<file path="src/rtl/program_encoder_pkg.sv">
// Shared CPU package: opcode values (also used by the decoder), the loader
// state encoding and the opcode field position inside an instruction word.
package program_encoder_pkg;

    localparam logic [3:0] OP_HALT  = 4'd0;
    localparam logic [3:0] OP_LOAD  = 4'd1;
    localparam logic [3:0] OP_STORE = 4'd2;
    localparam logic [3:0] OP_ADD   = 4'd3;
    localparam logic [3:0] OP_SUB   = 4'd4;
    localparam logic [3:0] OP_ADDI  = 4'd5;
    localparam logic [3:0] OP_JMP   = 4'd6;
    localparam logic [3:0] OP_AND   = 4'd7;

    localparam int OPC_MSB = 7;
    localparam int OPC_LSB = 4;

    typedef enum logic [1:0] {
        S_IDLE  = 2'd0,
        S_LOAD  = 2'd1,
        S_FLUSH = 2'd2,
        S_DONE  = 2'd3
    } state_t;

endpackage

</file>
<file path="src/rtl/program_encoder_instr_packer.sv">
// Combinational packer: builds {opcode, low nibble} from the instruction
// fields and flags opcodes outside the defined set.
module instr_packer
    import program_encoder_pkg::*;
(
    input  logic [3:0] opcode,
    input  logic [1:0] ra,
    input  logic [1:0] rb,
    input  logic [3:0] imm,
    output logic [7:0] word,
    output logic       illegal
);

    always_comb begin
        word    = '0;
        illegal = 1'b0;
        word[OPC_MSB:OPC_LSB] = opcode;
        case (opcode)
            OP_ADD, OP_SUB, OP_AND:      word[OPC_LSB-1:0] = {ra, rb};
            // Only the two low immediate bits fit beside the register index.
            OP_LOAD, OP_STORE, OP_ADDI:  word[OPC_LSB-1:0] = {ra, imm[1:0]};
            OP_JMP:                      word[OPC_LSB-1:0] = imm;
            OP_HALT:                     word[OPC_LSB-1:0] = 4'b0000;
            default: begin
                word    = '0;
                illegal = 1'b1;
            end
        endcase
    end

endmodule

</file>
<file path="src/rtl/program_encoder.sv">
// Program loader: accepts instruction fields, writes packed words into
// instruction memory and holds the CPU in reset until the program is loaded.
module program_encoder
    import program_encoder_pkg::*;
#(
    parameter int ADDR_W  = 4,
    parameter int INSTR_W = 8
) (
    input  logic               clk,
    input  logic               rst,
    input  logic               start,
    input  logic               enc_valid,
    output logic               enc_ready,
    input  logic [3:0]         enc_opcode,
    input  logic [1:0]         enc_ra,
    input  logic [1:0]         enc_rb,
    input  logic [3:0]         enc_imm,
    output logic               imem_we,
    output logic [ADDR_W-1:0]  imem_addr,
    output logic [INSTR_W-1:0] imem_wdata,
    output logic               cpu_rst,
    output logic               load_done,
    output logic               err_illegal,
    output logic               err_full,
    output logic [ADDR_W:0]    word_count
);

    localparam logic [ADDR_W-1:0] ADDR_LAST = '1;
    localparam logic [ADDR_W:0]   COUNT_MAX = {1'b1, {ADDR_W{1'b0}}};

    state_t              state, next_state;
    logic [ADDR_W-1:0]   addr_cnt;
    logic [INSTR_W-1:0]  packed_word;
    logic                illegal;
    logic                hs, write_hs, at_last, is_halt, accept_term, restart;

    instr_packer u_packer (
        .opcode  (enc_opcode),
        .ra      (enc_ra),
        .rb      (enc_rb),
        .imm     (enc_imm),
        .word    (packed_word),
        .illegal (illegal)
    );

    // Handshake: fields transfer on a cycle where enc_valid and enc_ready are
    // both high; enc_ready depends only on state, never on enc_valid.
    assign enc_ready   = (state == S_LOAD);
    assign hs          = enc_valid & enc_ready;
    assign write_hs    = hs & ~illegal;
    assign at_last     = (addr_cnt == ADDR_LAST);
    assign is_halt     = (enc_opcode == OP_HALT);
    assign accept_term = write_hs & (is_halt | at_last);
    assign restart     = start & ((state == S_IDLE) | (state == S_DONE));

    always_comb begin
        next_state = state;
        case (state)
            S_IDLE:  if (start) next_state = S_LOAD;
            S_LOAD:  if (accept_term) next_state = S_FLUSH;
            S_FLUSH: next_state = S_DONE;
            S_DONE:  if (start) next_state = S_LOAD;
            default: next_state = S_IDLE;
        endcase
    end

    always_ff @(posedge clk) begin
        if (rst) begin
            state       <= S_IDLE;
            addr_cnt    <= '0;
            imem_we     <= 1'b0;
            imem_addr   <= '0;
            imem_wdata  <= '0;
            cpu_rst     <= 1'b1;
            load_done   <= 1'b0;
            err_illegal <= 1'b0;
            err_full    <= 1'b0;
            word_count  <= '0;
        end else begin
            state     <= next_state;
            // Registered from next_state so both flip on the edge into DONE.
            cpu_rst   <= (next_state != S_DONE);
            load_done <= (next_state == S_DONE);
            imem_we   <= write_hs;
            if (restart) begin
                addr_cnt    <= '0;
                word_count  <= '0;
                err_illegal <= 1'b0;
                err_full    <= 1'b0;
            end
            if (write_hs) begin
                imem_addr  <= addr_cnt;
                imem_wdata <= packed_word;
                if (!at_last) addr_cnt <= addr_cnt + 1'b1;
                if (word_count != COUNT_MAX) word_count <= word_count + 1'b1;
                if (at_last && !is_halt) err_full <= 1'b1;
            end
            if (hs && illegal) err_illegal <= 1'b1;
        end
    end

endmodule

</file>
<file path="config.mk">
export PLATFORM = sky130hd
export DESIGN_NAME = program_encoder
export DESIGN_NICKNAME = d
export VERILOG_FILES = /design/src/rtl/program_encoder_pkg.sv /design/src/rtl/program_encoder_instr_packer.sv /design/src/rtl/program_encoder.sv
export SDC_FILE = /design/constraint.sdc
export NUM_CORES = 1
export LEC_CHECK = 0
export CORE_MARGIN = 4
export CORE_UTILIZATION = 30
export DETAILED_ROUTE_END_ITERATION = 12
export PLACE_DENSITY = 0.58
export SLEW_MARGIN = 5
export SYNTH_ARGS = -nofsm -noshare
export SYNTH_HDL_FRONTEND = slang
export SYNTH_SLANG_ARGS = --single-unit
export TNS_END_PERCENT = 50
</file>
<file path="constraint.sdc">
create_clock -name clk -period 1.75 [get_ports clk]
set_input_delay 0.2625 -clock clk [delete_from_list [all_inputs] [get_ports clk]]
set_output_delay 0.2625 -clock clk [all_outputs]
set_load 0.05 [all_outputs]
</file>
Word-level counts from Yosys, hierarchy flattened. Index checks and enable logic that the tools add are counted.

Input bits: 16. Output and inout port bits: 23. Flip-flop bits (word level): 28. Word-level logic and storage cells: 59.

Bitwise logic cells: 6. Add/sub/neg operators: 2. Muxes and demuxes: 17. Reductions and logical operators: 10. Eq/ne operators: 14.

Operators with widths (count): == test 4 x 3 -> 1 bit, second input constant (4); 2-to-1 mux 4 bit (4); 2-to-1 mux 5 bit (3); case mux 4 bit (3 select lines) (1); == test 4 x 2 -> 1 bit, second input constant (2); OR reduction 8 bit (1); == test 2 bit, second input constant (3); 2-to-1 mux 1 bit (6); case mux 2 bit (3 select lines) (1); OR reduction 3 bit (2); adder 5 x 1 -> 5 bit, second input constant (1); inequality test 5 bit, second input constant (1); adder 4 x 1 -> 4 bit, second input constant (1); AND 1 bit (4); == test 4 x 1 -> 1 bit, second input constant (1); == test 4 bit, second input constant (1); zero test 4 bit (1); 2-to-1 mux 2 bit (2); == test 2 x 1 -> 1 bit, second input constant (1); logical AND 1 bit (2); zero test 2 bit (1); inequality test 2 bit, second input constant (1); bitwise OR 1 bit (2); nonzero test 2 bit (1); 2 further kinds (2).

Longest topological paths before layout.
Depth in word-level cells: 7. Mapped depth: 7.

By module. From an unflattened synthesis, not the netlist that was laid out.

Cell total of the unflattened synthesis: 173. Area total of the unflattened synthesis: 1385.1 µm².

By module, submodules not included: program_encoder (seq. area each 560.5 µm², area an instance 1238.7 µm², cells each 148, times used 1); instr_packer (seq. area each 0.0 µm², area an instance 146.4 µm², cells each 25, times used 1).

Least setup slack after synthesis. Ideal clock, no wire load.

Path kind: register -> register. From: reg state[1]. To: reg word_count[3]. Data arrival time: 1.830 ns. Setup time: 0.067 ns. Clock period less this slack: 1.897 ns. Cell stages (with the launch flop): 8. Setup slack: -0.147 ns. Data required time: 1.683 ns. Cell sequence: dfxtp_1 > inv_1 > ha_1 > and3b_1 > buf_6 > nand2_4 > or3_1 > a21oi_2.

Elaborated cells on any way between the ends: 10.

RTL lines: from (decl) (line program_encoder.sv:31) `state_t state, next_state;`; from (signal assigned) (line program_encoder.sv:80) `state <= next_state;`; == test 2 x 1 -> 1 bit (line program_encoder.sv:48) `assign enc_ready = (state == S_LOAD);`; named net enc_ready (line program_encoder.sv:13) `output logic enc_ready,`; AND 1 bit (line program_encoder.sv:49) `assign hs = enc_valid & enc_ready;`; AND 1 bit (line program_encoder.sv:50) `assign write_hs = hs & ~illegal;`; 2-to-1 mux 5 bit (line program_encoder.sv:91) `if (write_hs) begin`; to (signal assigned) (line program_encoder.sv:95) `if (word_count != COUNT_MAX) word_count <= word_count + 1'b1;`; to (decl) (line program_encoder.sv:25) `output logic [ADDR_W:0] word_count`.

The timed path passes the listed nets, and every way through them passes these cells. A chain may end at the register's enable or synchronous reset.

Worst setup path in the final report.
From: reg imem_wdata[4]. To: out imem_wdata[4].

RTL lines: from (decl) (line program_encoder.sv:20) `output logic [INSTR_W-1:0] imem_wdata,`; from (signal assigned) (line program_encoder.sv:93) `imem_wdata <= packed_word;`.

No word-level cell between the ends.

==> flow_summary_export.csv <==
group,metric,value,unit
run_status,status,"finished, final reports clean",
sta,min_period,1.69,ns
critical_path,reg2reg_to,"word_count[3]$_SDFF_PP0_",
power_and_ir_drop,total_power,0.00190,W
global_routing,antenna_found_initial,0,
routing,drc,0,
sta,fmax,592,MHz
critical_path,endpoint_kind,"output pin",
critical_path,crit_path_cell_trace,"clkdlybuf4s50_1",
worst_hold_path,holdPathEnd,"imem_addr[1]$_SDFFE_PP0P_",
global_routing,grt_pass1_wl,5.36,mm
critical_path,r2r_setup_slack,0.14,ns
cts,clock_latency,0.27,ns
floorplan,die-area,5660,µm²
finish,nets,233,
cts,cts_buffers,3,
placement,gp_congestion,0.800,
cts,htree_levels,1,
sta,worst_slew_pin_slew,0.496,ns
critical_path,path_buf_inv,1,
cts,cts_tree,"built",
placement,io_buffers,38,
synthesis,synth_cell_types,36,
synthesis,synth_area_leaders,"dfxtp_1 (41%), nand2_1 (7.5%), a21oi_1 (5.5%), ha_1 (5.5%), nor2_1 (3.3%)",
cts,cts_post_setup_buffers_inserted,0,
critical_path,critical_path_class,"register to output pin",
critical_path,timing.critical_path.max_delay_family,"buffers and inverters",
critical_path,startpoint_type,"register",
synthesis,synth_top_cell_by_area,"dfxtp_1",
floorplan,rows,24,
floorplan,io_pins,39,
finish,drive_gt1_share,21.9,%
finish,final_util,43.3,%
power_and_ir_drop,pwr_density_cell,1010,nW/µm²
power_and_ir_drop,power.switching,0.000700,W
global_routing,grt_max_degree,16,
sta,relSlewSlack,66.8,%
floorplan,die_h,75.2,µm
synthesis,synth_nets,183,
critical_path,crit_fanout,2,
synthesis,synth.ff_latch_count,28,
routing,dr.first_iter.drc_count,50,
global_routing,grt_pass1_vias,1202,
worst_hold_path,hp-class,"register to register",
sta,drv_slew,0,
routing,postRouteAntennaNets,0,
sta,hold_violations,0,
sta,rsz0062_at_grt,"no",
sta,setup_viol,0,
power_and_ir_drop,seqPwrFrac,38.8,%
floorplan,core_region_area,4350,µm²
critical_path,cp.arrival,1.43,ns
cts,cts_hold_buf,0,
power_and_ir_drop,p_int,0.00120,W
power_and_ir_drop,power_frac_clock,21.1,%
sta,fin_skew,0.000970,ns
worst_hold_path,worstHoldPathCells,2,
synthesis,synthCells,161,
finish,area_growth,39.0,%
cts,cts_sinks,28,
finish,diodes,0,
power_and_ir_drop,power_frac_comb,40.0,%
synthesis,ys_seq_area_share,41.3,%
cts,clockBufferDepth,2,
cts,cts.clk_slew.worst_paths,0.10,ns
critical_path,slowest_delay,0.81,ns
routing,routedWlPerCell,12.1,µm
floorplan,fp.dieW,75.2,µm
routing,wirelength,3.16,mm
critical_path,r2r_start,"state[1]$_SDFF_PP0_",
flow_run,maxCapViolations,0,
sta,setup_tns,0,ns
floorplan,initial_core_util,31.1,%
global_routing,grt.overflow.total,0,
routing,firstDrtPassIters,4,
placement,place_area,1830,µm²
critical_path,reg2reg_depth,6,
power_and_ir_drop,p_leak,0.769,nW
finish,stdcell_area,1890,µm²
synthesis,netlist_area,1360,µm²
sta,whs,0.461,ns
sta,period_share,96.5,%
synthesis,synth_top_area_share,41.3,%
cts,cts_resized,0,
critical_path,cp.required,1.49,ns
power_and_ir_drop,ir_drop,0.000606,V
worst_hold_path,hp-start,"imem_addr[1]$_SDFFE_PP0P_",
placement,place_hpwl,2.51,mm
global_routing,globalRouteTotalUtil,11.9,%
routing,num_vias,1271,
critical_path,crit_slowest_cell,"clkdlybuf4s50_1",
synthesis,yosys_warnings,0,
synthesis,synth_area_per_cell,8.42,µm²
routing,vias_per_cell,4.85,
power_and_ir_drop,swShare,36.7,%
cts,root_buffer,"clkbuf_8",
[cell type report]
type	count	area [µm²]
fill	446	2470
sequential	28	561
multi-input combinational	119	727
timing repair buffer	53	455
inverter	6	22.5
tap	52	65.1
clock buffer	4	55.1
[cells in the final DEF, fill, tap and decap left out, drive strengths merged, types with 5 or more instances in the layout]
cell type and count:
a21oi 17, buf 35, clkdlybuf4s50 18, dfxtp 28
ha 6, inv 6, nand2 28, nand3 8
nor2 12, nor3 5
[cell usage after synthesis (all sizes together)]
| cell | number |
|---|---|
| a21oi | 17 |
| a221oi | 2 |
| a31oi | 3 |
| a32o | 2 |
| a32oi | 4 |
| and2 | 3 |
| and3 | 4 |
| and3b | 1 |
| buf | 5 |
| clkbuf | 3 |
| dfxtp | 28 |
| ha | 6 |
| inv | 6 |
| mux2 | 1 |
| nand2 | 28 |
| nand3 | 8 |
| nand3b | 2 |
| nand4bb | 1 |
| nor2 | 12 |
| nor2b | 4 |
| nor3 | 5 |
| nor4 | 1 |
| o211ai | 3 |
| o21ai | 4 |
| o21bai | 1 |
| o22ai | 1 |
| o2bb2ai | 1 |
| o31a | 1 |
| or3 | 2 |
| xnor2 | 1 |
| xor2 | 1 |
[how the worst max path moves through the flow]
stage | depth (start not counted) | to | from
after floorplan | 6 | word_count[3]$_SDFF_PP0_ | word_count[0]$_SDFF_PP0_
after global placement | 5 | word_count[3]$_SDFF_PP0_ | enc_opcode[3]
after detailed placement | 5 | word_count[3]$_SDFF_PP0_ | enc_opcode[3]
after CTS | 1 | imem_wdata[4] | imem_wdata[4]$_SDFFE_PP0P_
after global routing | 6 | word_count[3]$_SDFF_PP0_ | state[1]$_SDFF_PP0_
final | 1 | imem_wdata[4] | imem_wdata[4]$_SDFFE_PP0P_
[power by group through the flow]
stage	registers [W]	clock network [W]	logic [W]
after CTS	0.000740	0.000421	0.000769
after global placement	0.000755	0	0.000765
after floorplan	0.000882	0	0.000361
final	0.000740	0.000402	0.000763
after global routing	0.000748	0.000441	0.000848
after detailed placement	0.000755	0	0.000768
[layer usage]
metal	track usage, %	part of all wire, %	up-vias
met3	3.20	5.7	2
met2	20.0	46	32
li1	-	-	670
met1	16.0	48	567
met4	1.17	0.41	0
met5	0	0	-
[flip-flops by register name (all words and copies together), names as in the netlist]
signal / count
state: 2
err_full: 1
imem_wdata: 8
cpu_rst: 1
load_done: 1
imem_we: 1
err_illegal: 1
word_count: 5
imem_addr: 4
addr_cnt: 4
[cell families (layout without fill, tap and decap cells)]
kind of cell             after synthesis  count (layout)  share of synthesized area (%)
multiplexers                           1               1                          0.830
AO/OA/AOI/OAI                         39              39                           19.0
adder cells (fa/ha/maj)                6               6                           5.53
AND/OR/NAND/NOR                       71              71                           26.8
flip-flops                            28              28                           41.3
buffers and inverters                 14              63                           5.26
XOR/XNOR                               2               2                           1.29
[metrics by stage]
step                      worst slack (ns)  std cells
after global placement              0.0183        258
after detailed placement            0.0153        258
after global routing              0.000890        262
after floorplan                     0.0285        161
after CTS                           0.0499        262
final                               0.0610        262
Note: power is estimated with default switching activity, not from simulation.
==> edit (config.mk and constraints unchanged) <==
The 4 states of `state_t` get a one-hot encoding in 4 bits.
--- a/src/rtl/program_encoder_pkg.sv
+++ b/src/rtl/program_encoder_pkg.sv
@@ -14,11 +14,11 @@
     localparam int OPC_MSB = 7;
     localparam int OPC_LSB = 4;
 
-    typedef enum logic [1:0] {
-        S_IDLE  = 2'd0,
-        S_LOAD  = 2'd1,
-        S_FLUSH = 2'd2,
-        S_DONE  = 2'd3
+    typedef enum logic [3:0] {
+        S_IDLE  = 4'b0001,
+        S_LOAD  = 4'b0010,
+        S_FLUSH = 4'b0100,
+        S_DONE  = 4'b1000
     } state_t;
 
 endpackage
Check against the original RTL: no difference found for any inputs over 10 cycles, from zero or initial values and one cycle with rst high; not proved beyond that.
==> edit against the original RTL <==
Sequential cell count rose by 2; cell count increased by 14%; maximum frequency is 2.8% lower; worst setup slack worse by 0.048 ns; synthesized area rose by 8.3%; first-iteration DRC count increased by 80%; cell area grew 15%; wire length is 23% higher; sequential share of layout area decreased by 1.9 points; clock skew rose by 0.0015 ns; critical endpoint is now enc_ready; highest routed layer unchanged.
Power is not compared: it rests on default switching activity, and its combinational part moved more than twofold at a synthesized area within 25%.
==> edit: results (changes against the original RTL) <==
{| class="wikitable"
! Metric !! Value
|-
| Family with the most delay on the worst path || simple AND/OR/NAND/NOR gates
|-
| Number of buffers added by the clock tree synthesis step || 5 (+2)
|-
| Number of fill cells in the layout || 471 (+5.6%)
|-
| Sequential-to-total area share from yosys stat || 40.89% (-0.44 points)
|-
| Sum of net half-perimeters after detailed placement || 2.835 mm (+13%)
|-
| Post-placement worst setup slack || -0.08977 ns (-0.1051 ns)
|-
| Syn Inst Count || 171 (+6.2%)
|-
| Clock skew after layout || 0.002435 ns (+0.001465 ns)
|-
| Number of nets at the end of the flow || 250 (+7.3%)
|-
| Start point of the critical path || state[3]$_SDFF_PP0_
|-
| Drt first-iter violations || 90 (+80%)
|-
| Routing usage on met3 || 3.596% (+0.39 points)
|-
| Delay of the slowest critical-path stage || 0.57 ns (-0.24 ns)
|-
| Worst Hold Path EP || imem_addr[3]$_SDFFE_PP0P_
|-
| Vias in the first global route || 1,402 (+17%)
|-
| Clock-pin slew on the worst setup and hold paths || 0.06 ns (-0.04 ns)
|-
| Relative slew slack || 67.26% (+0.42 points)
|-
| Run status || finished clean
|-
| Global routing usage on met2 || 20.80% (+0.79 points)
|-
| Global routing met1 resource utilization || 16.92% (+0.93 points)
|-
| Hold path startpoint || imem_addr[3]$_SDFFE_PP0P_
|-
| Wire per inst || 12.99 µm (+7.8%)
|-
| Placement Cell Area || 2041 µm² (+11%)
|-
| End of the critical path || enc_ready
|-
| Worst hold margin || 0.4754 ns (+0.01463 ns)
|-
| Synthesized netlist net count || 190 (+3.8%)
|-
| M1 wire length || 1.806 mm (+20%)
|-
| H-tree depth || 2 (+1)
|-
| Worst reg2reg endpoint || imem_wdata[0]$_SDFFE_PP0P_
|-
| Weighted congestion reported at the end of routability-driven placement || 0.7784 (-2.7%)
|-
| Ranking of synthesized cells by instance count || 30 x sky130_fd_sc_hd__dfxtp_1, 17 x sky130_fd_sc_hd__o21ai_0, 15 x sky130_fd_sc_hd__a21oi_1
|}
edit: cell families (layout without fill, tap and decap cells):
kind of cell    after synthesis  in the layout  synth area share, %
compound gates               53             53                22.49
xor+xnor                      2              2                1.193
fa+ha+maj                     3              3                2.556
buf+inv                      18             78                5.537
flops                        30             30                40.89
mux                           1              1               0.6815
simple gates                 64             64                26.66
edit: what timing repair did:
item / in CTS / in global routing
setup endpoints to repair: 4 / 9
resized for setup: 5 / 4
pin swaps: 3 / 3
buffers inserted: 3 / 0
edit: cell type report:
| type | instances | area share (%) |
|---|---|---|
| multi-input cells | 123 | 37.15 |
| clock buffers | 7 | 3.524 |
| well taps | 67 | 3.871 |
| flip-flops and latches | 30 | 27.85 |
| inverters | 5 | 0.9821 |
| repair buffers | 66 | 26.63 |
edit: through the flow:
step | utilization, % | setup TNS (ns)
2_1_floorplan | - | 0
3_3_place_gp | 43.21 | -0.2355
3_5_place_dp | 43.21 | -0.3857
4_1_cts | 45.54 | 0
5_1_grt | 45.85 | -0.02450
6_report | 45.85 | 0
